===== src/rtl/regfile_pkg.sv =====
// Shared types and widths for the register-file write-port arbiter.
package regfile_pkg;
  localparam int REG_ADDR_W = 3;
  localparam int REG_DATA_W = 8;

  typedef enum logic {IDLE, OWN_B} wr_arb_state_t;
  typedef enum logic {REQ_A, REQ_B} wr_req_id_t;
endpackage


===== src/rtl/regfile_wr_arbiter_rr_arb2.sv =====
// Two-way round-robin picker: a lone request wins outright; on a tie the
// requester that did not win last time is granted.
module rr_arb2
  import regfile_pkg::*;
(
  input  logic [1:0] req_i,
  input  wr_req_id_t last_i,
  output logic [1:0] gnt_o
);

  always_comb begin
    gnt_o = req_i;
    if (req_i == 2'b11) gnt_o = (last_i == REQ_B) ? 2'b01 : 2'b10;
  end

endmodule


===== src/rtl/regfile_wr_arbiter.sv =====
// Shares the RegFile write port between requester A (ALU) and B (load/restore),
// round-robin with a bounded burst lock for B, registered write outputs.
module regfile_wr_arbiter
  import regfile_pkg::*;
#(
  parameter int ADDR_W    = REG_ADDR_W,
  parameter int DATA_W    = REG_DATA_W,
  parameter int MAX_BURST = 4
) (
  input  logic                 clk_i,
  input  logic                 reset_ni,
  input  logic                 hold_i,
  input  logic                 a_valid_i,
  input  logic [ADDR_W-1:0]    a_addr_i,
  input  logic [DATA_W-1:0]    a_data_i,
  output logic                 a_ready_o,
  input  logic                 b_valid_i,
  input  logic                 b_lock_i,
  input  logic [ADDR_W-1:0]    b_addr_i,
  input  logic [DATA_W-1:0]    b_data_i,
  output logic                 b_ready_o,
  output logic                 write_en_o,
  output logic [ADDR_W-1:0]    waddr_o,
  output logic [DATA_W-1:0]    data_in_o,
  output logic [(1<<ADDR_W)-1:0] busy_o
);

  // state | meaning
  // IDLE  | no lock held; round-robin between A and B
  // OWN_B | B holds a burst lock; A only wins once the burst limit is hit
  localparam int CNT_W = $clog2(MAX_BURST + 1);
  localparam logic [CNT_W-1:0] CNT_MAX = CNT_W'(MAX_BURST);
  localparam int NREG = 1 << ADDR_W;

  wr_arb_state_t     state_q, state_d;
  wr_req_id_t        last_q, last_d;
  logic [CNT_W-1:0]  cnt_q, cnt_d;
  logic              write_en_q;
  logic [ADDR_W-1:0] waddr_q;
  logic [DATA_W-1:0] data_q;
  logic [1:0]        rr_gnt;
  logic              gnt_a, gnt_b;

  rr_arb2 u_rr (
    .req_i  ({b_valid_i, a_valid_i}),
    .last_i (last_q),
    .gnt_o  (rr_gnt)
  );

  always_comb begin
    gnt_a = 1'b0;
    gnt_b = 1'b0;
    if (reset_ni && !hold_i) begin
      if (state_q == OWN_B) begin
        if (b_valid_i && (cnt_q < CNT_MAX || !a_valid_i)) gnt_b = 1'b1;
        else                                              gnt_a = a_valid_i;
      end else begin
        gnt_a = rr_gnt[0];
        gnt_b = rr_gnt[1];
      end
    end
  end

  always_comb begin
    state_d = state_q;
    last_d  = last_q;
    cnt_d   = cnt_q;
    if (!hold_i) begin
      if (gnt_a) last_d = REQ_A;
      if (gnt_b) last_d = REQ_B;
      // Any cycle without a locked B beat ends the burst.
      if (gnt_b && b_lock_i) begin
        state_d = OWN_B;
        if (state_q == IDLE)      cnt_d = CNT_W'(1);
        else if (cnt_q < CNT_MAX) cnt_d = cnt_q + CNT_W'(1);
      end else begin
        state_d = IDLE;
        cnt_d   = '0;
      end
    end
  end

  always_ff @(posedge clk_i) begin
    if (!reset_ni) begin
      state_q    <= IDLE;
      last_q     <= REQ_B;
      cnt_q      <= '0;
      write_en_q <= 1'b0;
      waddr_q    <= '0;
      data_q     <= '0;
    end else begin
      state_q    <= state_d;
      last_q     <= last_d;
      cnt_q      <= cnt_d;
      write_en_q <= gnt_a | gnt_b;
      if (gnt_a) begin
        waddr_q <= a_addr_i;
        data_q  <= a_data_i;
      end else if (gnt_b) begin
        waddr_q <= b_addr_i;
        data_q  <= b_data_i;
      end
    end
  end

  assign a_ready_o  = gnt_a;
  assign b_ready_o  = gnt_b;
  assign write_en_o = write_en_q;
  assign waddr_o    = waddr_q;
  assign data_in_o  = data_q;
  assign busy_o     = {{(NREG-1){1'b0}}, write_en_q} << waddr_q;

endmodule


===== config.mk =====
export PLATFORM = sky130hd
export DESIGN_NAME = regfile_wr_arbiter
export DESIGN_NICKNAME = d
export VERILOG_FILES = /design/src/rtl/regfile_pkg.sv /design/src/rtl/regfile_wr_arbiter_rr_arb2.sv /design/src/rtl/regfile_wr_arbiter.sv
export SDC_FILE = /design/constraint.sdc
export NUM_CORES = 1
export LEC_CHECK = 0
export ABC_AREA = 1
export CAP_MARGIN = 20
export CORE_ASPECT_RATIO = 1.1
export CORE_MARGIN = 5
export CORE_UTILIZATION = 39
export CTS_CLUSTER_DIAMETER = 200
export DETAILED_ROUTE_END_ITERATION = 6
export HOLD_SLACK_MARGIN = 0.05
export PLACE_DENSITY = 0.84
export SLEW_MARGIN = 20
export SYNTH_ARGS = -nofsm -noshare
export SYNTH_HDL_FRONTEND = slang
export SYNTH_HIERARCHICAL = 1
export SYNTH_SLANG_ARGS = --single-unit

===== constraint.sdc =====
create_clock -name clk_i -period 2 [get_ports clk_i]
set_input_delay 0.6 -clock clk_i [delete_from_list [all_inputs] [get_ports clk_i]]
set_output_delay 0.6 -clock clk_i [all_outputs]
set_load 0.1 [all_outputs]

==> impl_metrics.yaml, run 1 <==
yosys:
  synthCells: 152
  synth_cell_types: 17
  avgSynthCellArea_um2: 6.519
  synth_fp_nets: 181
  yosys_warnings: 6
  syn_area_um2: 991.0
  synth_seq_cells: 17
  yosysSeqAreaShare_pct: 34.34
detailed_routing:
  viasPerCell: 4.988
  route.detailed.drc: 0
  vias: 1202
  drt_iter0_drc: 39
  detail-route-antenna-nets: 0
  drt-wirelength-per-cell_um: 14.02
  drtPass1Iterations: 5
  wl_mm: 3.378
sta:
  relSlewSlack_pct: 76.74
  max_freq_ghz: 0.4900
  clock_skew_ns: 0.0007198
  hold_violations: 0
  report.final.slew_viol_count: 0
  min_period_ns: 2.041
  finalCritPeriodShare_pct: 102.0
  setup_viol: 1
  final.setup.worst_slack_ns: -0.04066
  holdWs_ns: 0.5066
  tightest_slew_ns: 0.3484
setup_path:
  path_cells: "buf_6 -> inv_4 -> nand2_1 -> nand2_1 -> nand2_1 -> nand2_1 -> nand3_2 -> clkinvlp_4 -> buf_12"
  crit_top_cell: "nand2_1"
  crit_required_ns: 1.40
  path_delay_family: "buffers and inverters"
  cp_slowest_cell: "buf_12"
  cp_max_fo: 4
  r2r_setup_slack_ns: 0.48
  cpPeakStageDelay_ns: 0.17
  cp_num_buf_inv: 4
  cp_data_arrival_time_ns: 1.44
  critPathCaptureType: "output port"
  cp-start-kind: "input port"
  worstSetupPathType: "in -> out"
placement:
  place_congestion: 0.8310
  place_ws_ns: -0.4403
  portBuffers: 49
  hpwl_mm: 2.704
cells_and_area:
  register_area_um2: 356.6
  multiInputGateArea_um2: 620.6
  fin_nets: 240
  layout_commonest_cell: "nand2_1"
  layout-drive-gt1-share_pct: 38.10
  insertedDiodeCount: 0
  mostFrequentLayoutCells: "39 x nand2_1, 23 x clkdlybuf4s50_1, 22 x buf_12"
  area_growth_pct: 90.78
  fill_cells: 168
power:
  seqPwrFrac_pct: 39.0
  swShare_pct: 38.85
  p_total_uw: 988.7
  ir_drop_mv: 0.3907
  power_frac_clock_pct: 18.1
  switching_power_uw: 384.1
  p_leak_nw: 0.8196
  p_int_uw: 604.6
  powerDensity_mw_per_mm2: 523.0
  pwr-share-comb_pct: 42.9
grt:
  grt_usage_pct: 19.52
  grt_max_degree: 25
  grt_first_pass_wirelength_mm: 5.658
  antenna_found_initial: 0
  grt-ovfl-total: 0
  grt_pass1_vias: 1215
clocking:
  cts_buffers: 3
  clock_latency_ns: 0.28
  cts_sinks: 17
  cts_max_path_buffers: 2
  cts_tree: "done"
  cts_root_buf: "clkbuf_4"
  clk_pin_slew_ns: 0.10
  cts.htree.levels: 1
outcome:
  status: "complete, but fails checks"
  violations: "negative setup slack"
die:
  ios: 50
  dieArea_mm2: 0.003650
  die_x_um: 58.06
  start_util_pct: 40.08
  coreArea_mm2: 0.002472
  num_rows: 19
  fp.dieH_um: 62.87
min_path:
  hp-class: "reg -> reg"
run:
  drv_cap: 0
-- power groups by stage --
stage | clock (mW) | sequential, mW | combinational, mW
6_report | 0.179 | 0.386 | 0.424
5_1_grt | 0.196 | 0.390 | 0.445
4_1_cts | 0.185 | 0.385 | 0.419
3_5_place_dp | 0 | 0.393 | 0.417
3_3_place_gp | 0 | 0.391 | 0.406
2_1_floorplan | 0 | 0.502 | 0.127
-- worst register-to-register path: cells and delay by family (launching register included) --
| kind | cells | cell delay (ns) |
|---|---|---|
| compound gates | 1 | 0.07 |
| buf+inv | 2 | 0.27 |
| flops | 1 | 0.46 |
| simple gates | 6 | 0.67 |
-- area by class of cell --
| cell class | instances | share of cell area (%) |
|---|---|---|
| multi-input combinational | 116 | 32.83 |
| timing repair buffer | 60 | 41.83 |
| inverter | 13 | 3.044 |
| sequential | 17 | 18.86 |
| tap | 31 | 2.052 |
| clock buffer | 4 | 1.390 |
-- Yosys cell counts --
master / count / area [um^2]
nor2_2: 9 / 56.30
nand4_1: 1 / 6.260
buf_2: 5 / 25.02
nand3_1: 19 / 95.09
nand2_1: 40 / 150.1
nand3_2: 2 / 20.02
buf_12: 1 / 20.02
inv_4: 1 / 6.260
inv_1: 12 / 45.04
a21oi_1: 6 / 30.03
nor2_4: 1 / 11.26
ha_1: 1 / 12.51
nor3b_1: 1 / 7.510
nand2_4: 1 / 11.26
nand2_2: 9 / 56.30
nor2_1: 26 / 97.59
dfxtp_1: 17 / 340.3
-- through the flow --
step | cell area (um^2) | instances | util, % | TNS [ns]
floorplan | 1076 | 152 | - | -0.07599
global placement | 1827 | 233 | 73.89 | -3.198
detailed placement | 1827 | 233 | 73.89 | -4.445
CTS | 1859 | 239 | 75.20 | 0
global route | 1891 | 241 | 76.47 | -0.05797
finish | 1891 | 241 | 76.47 | -0.04066
-- sequential cells by signal, indices dropped and copies added, names as in the netlist --
name	flops
write_en_o	1
state_q	1
cnt_q	3
data_in_o	8
last_q	1
waddr_o	3
-- repair_timing --
| action | in CTS | in global routing |
|---|---|---|
| cloned | 0 | 0 |
| resized for setup | 14 | 9 |
| pin swaps | 1 | 5 |
| hold endpoints to repair | 0 | 0 |
| setup buffers | 2 | 2 |
| hold buffers | 0 | 0 |
| endpoints found under the setup margin | 3 | 2 |
-- final timing paths --
path / from / to / cells after the start
max: b_valid_i / a_ready_o / 9
min: last_q / last_q / 2
max reg2reg: state_q / cnt_q[0] / 9
min reg2reg: last_q / last_q / 2
-- logic make-up (layout without fill, tap and decap cells) --
family / Yosys count / in the layout / share of synthesized area, %
simple gates: 109 / 109 / 51.64
buf+inv: 19 / 77 / 9.722
compound gates: 6 / 6 / 3.030
flops: 17 / 17 / 34.34
fa+ha+maj: 1 / 1 / 1.262
-- routing by layer --
layer | global-route usage, % | wire (um)
met4 | 6.957 | 93
met5 | 0 | 0
met1 | 19.55 | 1112
met2 | 38.84 | 2026
met3 | 2.686 | 145
Power figures use the tool's default switching activity.
==> inputs of run 2 (changes only) <==
- CORE_ASPECT_RATIO: 1.1 -> default
==> run 2 against run 1 <==
Net effect:
- the flow now finishes without violations
- sequential share of layout area increased by 0.19 points
- first-iteration DRC count decreased by 38%
- final cell count is 0.41% lower
- sequential power about the same
- flip-flop and latch count unchanged
- register-to-register slack improved by 0.06 ns
- cell area is 0.40% higher
- clock skew grew 0.0083 ns
- non-clock buffer count is the same
- utilization grew 0.85 points
- critical path type unchanged
- critical endpoint unchanged
- largest power group unchanged
==> impl_metrics.yaml, run 2 (same netlist as run 1, synthesis figures left out) <==
cells_and_area:
  post_layout_nonfiller_instances: 240
  area_growth_pct: 91.54
  layout-drive-gt1-share_pct: 41.43
  insertedDiodeCount: 0
  multiInputGateArea_um2: 628.1
  mostFrequentLayoutCells: "36 x nand2_1, 23 x clkdlybuf4s50_1, 22 x buf_12"
  layout_commonest_cell: "nand2_1"
  largest_reg_flops: 8
  fill_cells: 165
  post-route-util_pct: 77.32
  fin_nets: 240
  register_area_um2: 361.6
setup_path:
  cp-start-kind: "input port"
  cp_slowest_cell: "buf_12"
  r2r_start: "cnt_q[2]"
  path_delay_family: "simple AND/OR/NAND/NOR gates"
  crit_top_cell: "nand2_2"
  cp_max_fo: 6
  path_cells: "buf_6 -> nand2_2 -> nand2_2 -> nand3_1 -> nand2_1 -> nand3_2 -> clkinvlp_4 -> buf_12"
  crit_required_ns: 1.40
  crit_start: "a_valid_i"
  cpPeakStageDelay_ns: 0.17
  cp_data_arrival_time_ns: 1.39
  critPathCaptureType: "output port"
  cp_num_buf_inv: 3
  worstSetupPathType: "in -> out"
die:
  ios: 50
  dieArea_mm2: 0.003649
  coreArea_mm2: 0.002455
  num_rows: 18
  start_util_pct: 40.37
  die_x_um: 60.41
  fp.dieH_um: 60.41
grt:
  grt_pass1_vias: 1185
  antenna_found_initial: 0
  grt_first_pass_wirelength_mm: 5.264
  grt-ovfl-total: 0
  grt_max_degree: 25
  grt_usage_pct: 19.11
min_path:
  hp-class: "reg -> reg"
  hold_start: "last_q"
detailed_routing:
  detail-route-antenna-nets: 0
  drt-wirelength-per-cell_um: 13.55
  viasPerCell: 4.938
  drt_iter0_drc: 24
  wl_mm: 3.253
  route.detailed.drc: 0
  drtPass1Iterations: 4
  vias: 1185
clocking:
  cts_buffers: 3
  clock_latency_ns: 0.30
  clk_pin_slew_ns: 0.11
  cts_max_path_buffers: 2
  cts_root_buf: "clkbuf_4"
  cts_sinks: 17
  cts.htree.levels: 1
  cts_tree: "done"
placement:
  portBuffers: 49
  place_congestion: 0.8031
  placed_cells: 231
  hpwl_mm: 2.577
sta:
  max_freq_ghz: 0.5034
  tns_ns: 0
  hold_violations: 0
  holdWs_ns: 0.5025
  clock_skew_ns: 0.009028
  relSlewSlack_pct: 77.26
  min_period_ns: 1.986
  tightest_slew_ns: 0.3407
  report.final.slew_viol_count: 0
  finalCritPeriodShare_pct: 99.32
  setup_viol: 0
run:
  drv_cap: 0
power:
  ir_drop_mv: 0.4644
  powerDensity_mw_per_mm2: 528.0
  p_leak_nw: 0.8208
outcome:
  status: "completed"
## run 2: cell count changes in the layout (fill, tap and decap cells not counted), sizes merged
| cell | change |
|---|---|
| clkbuf | -1 |
| clkinvlp | +1 |
| clkdlybuf4s15 | -1 |
| buf | +1 |
## run 2: worst register-to-register path, delay by kind of cell (launching register included)
family                 cells  cell delay, ns
AND/OR/NAND/NOR            7            0.55
flip-flops                 1            0.38
buffers and inverters      3            0.42
AO/OA/AOI/OAI              1            0.05
## run 2: routing by layer
| layer | track usage (%) | wire, um | part of all wire (%) | up-vias |
|---|---|---|---|---|
| met5 | 0 | 0 | 0 | - |
| met4 | 8.861 | 142 | 4.4 | 0 |
| met3 | 4.681 | 184 | 5.7 | 17 |
| met2 | 35.03 | 1733 | 53 | 43 |
| met1 | 20.47 | 1192 | 37 | 541 |
| li1 | - | - | - | 584 |
## run 2: worst paths after layout
check	cells after the start	end	slack, ns
max	8	a_ready_o	0.01
min	2	last_q	0.50
max reg2reg	11	cnt_q[0]	0.54
min reg2reg	2	last_q	0.50
## run 2: what timing repair did
item,4_1_cts,5_1_grt
hold buffers,0,0
resized for setup,18,12
setup endpoints to repair,2,2
pin swaps,3,6
setup buffers,3,2
## run 2: final cells by class
type | count | area share (%)
repair buffers | 60 | 41.40
multi-input cells | 116 | 33.09
flip-flops and latches | 17 | 19.05
inverters | 13 | 2.900
well taps | 30 | 1.978
clock buffers | 3 | 1.187
clock inverters | 1 | 0.3955
## run 2: report_power, final
part           switching (mW)  internal [mW]
Clock                   0.121         0.0763
Sequential             0.0285          0.356
Combinational           0.252          0.169
Total                   0.401          0.601
## run 2: metrics by stage
stage / area, um^2 / power (mW) / worst slack, ns
final: 1898 / 1.002 / 0.01356
after global routing: 1898 / 1.049 / -0.04374
after CTS: 1871 / 1.008 / -0.005909
after detailed placement: 1818 / 0.8073 / -0.4898
after global placement: 1818 / 0.7961 / -0.4241
after floorplan: 1076 / 0.6288 / -0.07599
